===== src/rtl/y86_regfile_if.sv =====
// y86_regfile_if: bundle of the register-file data-path signals.
//   master : decode/write-back side (drives IDs, write data, commit, debug ID)
//   slave  : the register file (returns read data, debug data, write count)
interface y86_regfile_if #(
    parameter int DATA_WID = 64,
    parameter int ADDR_WID = 4
);
    logic [ADDR_WID-1:0] srcA;
    logic [ADDR_WID-1:0] srcB;
    logic [DATA_WID-1:0] valA;
    logic [DATA_WID-1:0] valB;
    logic [ADDR_WID-1:0] dstE;
    logic [DATA_WID-1:0] valE;
    logic [ADDR_WID-1:0] dstM;
    logic [DATA_WID-1:0] valM;
    logic                wb_en;
    logic [ADDR_WID-1:0] dbg_addr;
    logic [DATA_WID-1:0] dbg_data;
    logic [15:0]         wr_count;

    modport master (
        output srcA, srcB, dstE, valE, dstM, valM, wb_en, dbg_addr,
        input  valA, valB, dbg_data, wr_count
    );

    modport slave (
        input  srcA, srcB, dstE, valE, dstM, valM, wb_en, dbg_addr,
        output valA, valB, dbg_data, wr_count
    );
endinterface


===== src/rtl/y86_regfile.sv =====
// y86_regfile: Y86-64 architectural register file.
//   clk, rst : rising-edge clock, synchronous active-high reset
//   bus      : y86_regfile_if.slave
//              srcA/srcB -> valA/valB   combinational reads (optional bypass)
//              dstE/valE, dstM/valM     write ports, committed when wb_en=1
//              dbg_addr -> dbg_data     stored-value read, never bypassed
//              wr_count                 saturating count of committed writes
// ID 4'hF (NonReg) reads as 0 and is never written.

// One read port: NonReg gating plus same-cycle forwarding from the write ports.
module y86_regfile_rd #(
    parameter int DATA_WID = 64,
    parameter int ADDR_WID = 4,
    parameter bit BYPASS   = 1'b1
) (
    input  logic [ADDR_WID-1:0] src,
    input  logic [DATA_WID-1:0] stored,
    input  logic                byp_en,
    input  logic [ADDR_WID-1:0] dstE,
    input  logic [DATA_WID-1:0] valE,
    input  logic [ADDR_WID-1:0] dstM,
    input  logic [DATA_WID-1:0] valM,
    output logic [DATA_WID-1:0] val
);
    localparam logic [ADDR_WID-1:0] NONREG = '1;

    always_comb begin
        val = stored;
        if (src == NONREG) begin
            val = '0;
        end else if (BYPASS && byp_en) begin
            // src is a real register here, so a NonReg dst can never match.
            // M before E mirrors the collision rule on the write side.
            if (dstM == src)      val = valM;
            else if (dstE == src) val = valE;
        end
    end
endmodule

module y86_regfile #(
    parameter int                 DATA_WID = 64,
    parameter int                 ADDR_WID = 4,
    parameter bit                 BYPASS   = 1'b1,
    parameter logic [DATA_WID-1:0] RSP_INIT = '0
) (
    input logic          clk,
    input logic          rst,
    y86_regfile_if.slave bus
);
    localparam int                  NUM_REGS = (1 << ADDR_WID) - 1;
    localparam int                  NUM_RD   = 2;
    localparam logic [ADDR_WID-1:0] NONREG   = '1;

    logic [DATA_WID-1:0] regs [NUM_REGS];
    logic [15:0]         cnt;

    logic                e_wr, m_wr, e_eff;
    logic [1:0]          n_wr;
    logic [16:0]         cnt_sum;

    assign e_wr  = bus.wb_en && (bus.dstE != NONREG);
    assign m_wr  = bus.wb_en && (bus.dstM != NONREG);
    // On a collision only M lands, so E does not count as a separate write.
    assign e_eff = e_wr && !(m_wr && (bus.dstE == bus.dstM));
    assign n_wr  = {1'b0, e_eff} + {1'b0, m_wr};
    assign cnt_sum = {1'b0, cnt} + 17'(n_wr);

    always_ff @(posedge clk) begin
        if (rst) begin
            for (int i = 0; i < NUM_REGS; i++)
                regs[i] <= (i == 4) ? RSP_INIT : '0;
            cnt <= '0;
        end else begin
            // M is assigned last so it wins when both target one register.
            if (e_wr) regs[bus.dstE] <= bus.valE;
            if (m_wr) regs[bus.dstM] <= bus.valM;
            cnt <= cnt_sum[16] ? 16'hFFFF : cnt_sum[15:0];
        end
    end

    assign bus.wr_count = cnt;
    assign bus.dbg_data = (bus.dbg_addr == NONREG) ? '0 : regs[bus.dbg_addr];

    // Read lanes: port 0 = A, port 1 = B.
    logic [NUM_RD-1:0][ADDR_WID-1:0] rd_src;
    logic [NUM_RD-1:0][DATA_WID-1:0] rd_stored;
    logic [NUM_RD-1:0][DATA_WID-1:0] rd_val;
    logic                            byp_en;

    // Reset suppresses forwarding: reads during rst show pre-reset storage.
    assign byp_en = bus.wb_en && !rst;
    assign rd_src = {bus.srcB, bus.srcA};

    for (genvar g = 0; g < NUM_RD; g++) begin : g_rd
        assign rd_stored[g] = (rd_src[g] == NONREG) ? '0 : regs[rd_src[g]];

        y86_regfile_rd #(
            .DATA_WID(DATA_WID),
            .ADDR_WID(ADDR_WID),
            .BYPASS  (BYPASS)
        ) u_rd (
            .src   (rd_src[g]),
            .stored(rd_stored[g]),
            .byp_en(byp_en),
            .dstE  (bus.dstE),
            .valE  (bus.valE),
            .dstM  (bus.dstM),
            .valM  (bus.valM),
            .val   (rd_val[g])
        );
    end

    assign bus.valA = rd_val[0];
    assign bus.valB = rd_val[1];
endmodule

===== src/flat_wrapper.sv =====
// flat-port wrapper written by rule: the top's interface ports become plain ports
module y86_regfile_flat 
#(
    parameter int                 DATA_WID = 64,
    parameter int                 ADDR_WID = 4,
    parameter bit                 BYPASS   = 1'b1,
    parameter logic [DATA_WID-1:0] RSP_INIT = '0
)
  (clk, rst, bus_srcA, bus_srcB, bus_dstE, bus_valE, bus_dstM, bus_valM, bus_wb_en, bus_dbg_addr, bus_valA, bus_valB, bus_dbg_data, bus_wr_count);
  y86_regfile_if #(.DATA_WID(DATA_WID), .ADDR_WID(ADDR_WID)) bus_i ();
  input logic clk;
  input logic rst;
  input wire logic [$bits(bus_i.srcA)-1:0] bus_srcA;
  input wire logic [$bits(bus_i.srcB)-1:0] bus_srcB;
  input wire logic [$bits(bus_i.dstE)-1:0] bus_dstE;
  input wire logic [$bits(bus_i.valE)-1:0] bus_valE;
  input wire logic [$bits(bus_i.dstM)-1:0] bus_dstM;
  input wire logic [$bits(bus_i.valM)-1:0] bus_valM;
  input wire logic [$bits(bus_i.wb_en)-1:0] bus_wb_en;
  input wire logic [$bits(bus_i.dbg_addr)-1:0] bus_dbg_addr;
  output wire logic [$bits(bus_i.valA)-1:0] bus_valA;
  output wire logic [$bits(bus_i.valB)-1:0] bus_valB;
  output wire logic [$bits(bus_i.dbg_data)-1:0] bus_dbg_data;
  output wire logic [$bits(bus_i.wr_count)-1:0] bus_wr_count;
  assign bus_i.srcA = bus_srcA;
  assign bus_i.srcB = bus_srcB;
  assign bus_i.dstE = bus_dstE;
  assign bus_i.valE = bus_valE;
  assign bus_i.dstM = bus_dstM;
  assign bus_i.valM = bus_valM;
  assign bus_i.wb_en = bus_wb_en;
  assign bus_i.dbg_addr = bus_dbg_addr;
  assign bus_valA = bus_i.valA;
  assign bus_valB = bus_i.valB;
  assign bus_dbg_data = bus_i.dbg_data;
  assign bus_wr_count = bus_i.wr_count;
  y86_regfile #(.DATA_WID(DATA_WID), .ADDR_WID(ADDR_WID), .BYPASS(BYPASS), .RSP_INIT(RSP_INIT)) u_core (.clk(clk), .rst(rst), .bus(bus_i));
endmodule

===== config.mk =====
export PLATFORM = sky130hd
export DESIGN_NAME = y86_regfile_flat
export DESIGN_NICKNAME = d
export VERILOG_FILES = /design/src/rtl/y86_regfile_if.sv /design/src/rtl/y86_regfile.sv /design/src/flat_wrapper.sv
export SDC_FILE = /design/constraint.sdc
export NUM_CORES = 2
export LEC_CHECK = 0
export CORE_ASPECT_RATIO = 1.5
export CORE_MARGIN = 4
export CORE_UTILIZATION = 40
export DETAILED_ROUTE_END_ITERATION = 16
export PLACE_DENSITY = 0.68
export SYNTH_ARGS = -nofsm -noshare
export SYNTH_HDL_FRONTEND = slang
export SYNTH_SLANG_ARGS = --single-unit

===== constraint.sdc =====
create_clock -name clk -period 6.26 [get_ports clk]
set_input_delay 0.626 -clock clk [delete_from_list [all_inputs] [get_ports clk]]
set_output_delay 0.626 -clock clk [all_outputs]
set_load 0.01 [all_outputs]

# Yosys cells after proc, flatten, opt, wreduce, memory -nomap -nowiden
# Memories as Yosys holds them, arrays and structs flattened.
# Index checks and enable logic that the tools add are counted.
# op_classes
addsub	2
multipliers	0
div	0
order_cmp	0
n_eq_ne	10
shift	0
mux	24
bitwise_logic	0
n_reduce_logical	9
# ops
operator	n
$mux W64	11
$reduce_or A64 Y1	2
$eq A4 B4 Y1	5
$add A16 B2 Y17	1
$mux W16	1
$eq A4 B4 Y1 const B	3
$mux W1	10
$mux W4	2
$ne A4 B4 Y1 const B	2
$logic_and A1 B1 Y1	5
$add A1 B1 Y2	1
$logic_not A1 Y1	2
# word_totals
reg_bits	16
latchBits	0
ram_bits	960
romBits	0
input_bits	151
output_inout_bits	208
elab_cells	47
mem_count	1
# mem_list
memory	words	word_bits	rd	rd_clocked_by_memory_dff	wr	line_no	rtl
u_core.regs	15	64	3	0	15	y86_regfile.sv:54	logic [DATA_WID-1:0] regs [NUM_REGS];

# Longest topological paths before layout
# depth
word_depth	8
ltp_mapped	11
mapped_depth_nobuf	9

# Modules after synthesis
# A second synthesis with hierarchy kept.
# hier_totals
hier_cells	5085
hier_area_um2	64939.8
# modules_own_cells
mod	n_inst	cells_each	area_each_um2	seq_area_each_um2
y86_regfile	1	4617	61789.3	29148.0
y86_regfile_rd	2	234	1575.3	0.0

# Worst setup path before layout
# No wires, ideal clock.
# synth_path
kind	input port to flip-flop
from	input rst
to	memory u_core.regs[12][0] (enable)
arrival_time_ns	3.116
t_required_ns	5.835
setup_slack_ns	2.719
path_stages	6
n_path_buf	2
cell_sequence	nand2b_1 -> buf_2 -> or3_4 -> nor2_2 -> buf_2 -> or3_1
# synth_rtl
element	line_no	rtl
from (decl)	flat_wrapper.sv:12	input logic rst;
to (decl)	y86_regfile.sv:54	

# Worst setup path in the final report
# layout_path
from	input bus_dstM[3]
to	output bus_valA[57]
# layout_between
elab_chain_cells	4
# layout_rtl
element	line_no	rtl
from (decl)	flat_wrapper.sv:17	input wire logic [$bits(bus_i.dstM)-1:0] bus_dstM;
$eq A4 B4 Y1	y86_regfile.sv:34	if (dstM == src) val = valM;
$mux W64	y86_regfile.sv:34	
$mux W64	y86_regfile.sv:31	end else if (BYPASS && byp_en) begin
$mux W64	y86_regfile.sv:29	if (src == NONREG) begin
to (decl)	flat_wrapper.sv:21	output wire logic [$bits(bus_i.valA)-1:0] bus_valA;
# No other way between the ends.

==> run metrics <==
status=finished, final reports clean; Die ar.=0.175 mm²; Post-CTS Setup Bufs=0; post-synthesis simple-gate area fraction=1.94%; crit path kind=primary input to output pin; Die W=343 µm; H-tree depth=3; Detail Route Antenna Nets=0; Synth Instances=4440; count leader, synth=edfxtp_1; combinational family with the most area after synthesis=multiplexers; cell area after synthesis=0.0675 mm²; Warnings, synthesis=0; WHS Path Cells=2; Post-synth EDFFs=1024; CP endpoint kind=output pin; Synth top cells by count=1024 x edfxtp_1, 960 x a22o_1, 830 x mux4_2; P&R area growth vs syn=12.2%; VDD IR max=0.227 mV; RSZ-0062 raised after global routing=no; Core Box Area=0.168 mm²; TritonCTS clock tree=yes; initial antenna violation count=59; hold endpoint=u_core.bus.wr_count[12]; proportion of layout cells with a drive suffix above 1=27.8%; prevailing post-synth register cell=edfxtp_1; # rows=184; CP Max Fanout=25; XOR/XNOR Fraction of Synth Area=0.389%; multiplexer share of the synthesized area=27.8%; port buffer count=358; reg2reg start=u_core.bus.wr_count[0]; Hold Path Origin=u_core.bus.wr_count[12]; Finish-stage setup viols=0; asr flop ratio synth=0%; # hold bufs at CTS=0; post-DP HPWL=162000 µm; fin crit share=86.4%; Reg clk slew, reported paths=0.07 ns; Period minus WS final=5.41 ns; number of global-route vias before repair=52100; Adder-Cell Fraction of Synth Area=0.0482%; area leader, netlist=edfxtp_1; largest net degree at the start of global routing=124; Die Y=511 µm; Num CTS Buffers=106; Max Fclk=0.185 GHz; Cell Area, Placed=0.0721 mm²; 1st-pass router iterations=7; DRT Wirelength=285000 µm; Final Max Slew Viols=0; r2r setup slk=4.06 ns; Hold Vio Cnt, Final=0; Final Cell Area=0.0757 mm²; worst path arrival time=4.78 ns; Root Buffer=clkbuf_16; dominant cells by area after synthesis=edfxtp_1 46%, mux4_2 28%, a22o_1 12%; actual slew at the worst max-slew pin=1.39 ns; final core occ=45.1%; Boundary Pins=359; static leakage=23.9 nW; critical path launch point type=primary input; Remaining Overflow, GRT=0; CP Data Required Time=5.63 ns; Residual DRC=0; Yosys top cell area share=45.6%; Max Root-Sink Buffers=3; Rel. slew slack=7.06%; first-pass GRT wire length=392000 µm; pwr/cell area=251 mW/mm²; HP Class=flip-flop to flip-flop; Skew-Pair Late Insertion Delay=0.76 ns; syn avg cell area=15.2 µm²; Nets=4438; Tot GR Track Use=31.4%; Setup TNS=0 ns; Starting Density=40.3%; Synth cell types=47; Final Total Pwr=19.0 mW; Synth Area in Compound Gates=18.1%; R2R cell count=5; RePlAce Congestion=0.871; Seq/Total Area, Yosys=46.1%; MaxCap Viol Count=0; via count=53200; vias per inst=8.01; Reg2Reg Capture Point=u_core.bus.wr_count[3]; post_cts resized=0; drt initial violations=9899; average routed wire per standard cell=42.9 µm; CTS Sinks=1040; Synth Register Bits=1040; Worst Clk Skew=0.00793 ns
critical path, stage by stage:
cell and delay [ns]:
clkdlybuf4s50_1 0.84, xnor2_1 0.16, nand4_1 0.23, a21oi_1 0.11, or2_4 0.50, buf_4 0.35
o32ai_1 1.18, clkdlybuf4s50_1 0.75
how the worst max path moves through the flow:
stage | start | endpoint | cells after the start
floorplan | rst | u_core.regs[12][0] | 6
global placement | bus_dstM[3] | bus_valA[57] | 8
detailed placement | bus_dstM[3] | bus_valA[57] | 8
CTS | bus_dstM[3] | bus_valA[57] | 8
global route | bus_dstM[3] | bus_valA[57] | 8
finish | bus_dstM[3] | bus_valA[57] | 8
final cells by class:
type,count,area [µm²]
Tap cell,2232,2790
Multi-Input combinational cell,2619,33100
Sequential cell,1040,31100
Clock inverter,65,716
Clock buffer,129,2760
Fill cell,14600,91900
Timing Repair Buffer,516,5130
Inverter,2,7.51
Antenna cell,35,87.6
kinds of logic after synthesis:
logic type | after synthesis
compound gates | 1490
xor+xnor | 30
fa+ha+maj | 2
buf+inv | 844
flops | 1040
mux | 836
other cells | 1
simple gates | 197
per-layer routing:
metal | vias up | global-route usage [%] | part of all wire (%)
met1 | 26700 | 37.8 | 31
met5 | - | 0 | 0.10
met2 | 5928 | 46.8 | 44
met3 | 1509 | 13.1 | 17
met4 | 46 | 19.7 | 7.8
li1 | 19000 | - | -
where the power goes:
| group | internal (mW) | total, mW | leakage [nW] | switching, mW |
|---|---|---|---|---|
| clock | 3.71 | 6.69 | 1.70 | 2.98 |
| combinational | 1.77 | 3.82 | 12.2 | 2.05 |
| sequential | 8.15 | 8.49 | 9.98 | 0.342 |
| total | 13.6 | 19.0 | 23.9 | 5.37 |
state kept, by name, summed over array words and instances, names as in the netlist:
register / flops
u_core.bus.wr_count: 16
u_core.regs: 1024
per-stage QoR:
step / hold WS, ns / worst slack, ns / instances
after global placement: 0.551 / 1.20 / 6409
final: 0.562 / 0.849 / 6638
after detailed placement: 0.557 / 1.20 / 6409
after floorplan: 0.559 / 2.72 / 4503
after CTS: 0.573 / 1.19 / 6603
after global routing: 0.579 / 0.796 / 6616
placed cells by master, fill, tap and decap left out, types with 19 or more instances in the layout:
master	count
o22ai_1	254
edfxtp_1	1024
diode_2	35
xnor2_1	20
mux4_2	830
o32ai_1	126
buf_12	26
clkbuf_1	22
a22o_1	960
buf_4	133
conb_1	64
nor2b_1	64
clkbuf_16	107
clkinv_1	21
clkinv_2	19
clkdlybuf4s50_1	348
a22oi_1	128
(Power assumes the default switching activity.)
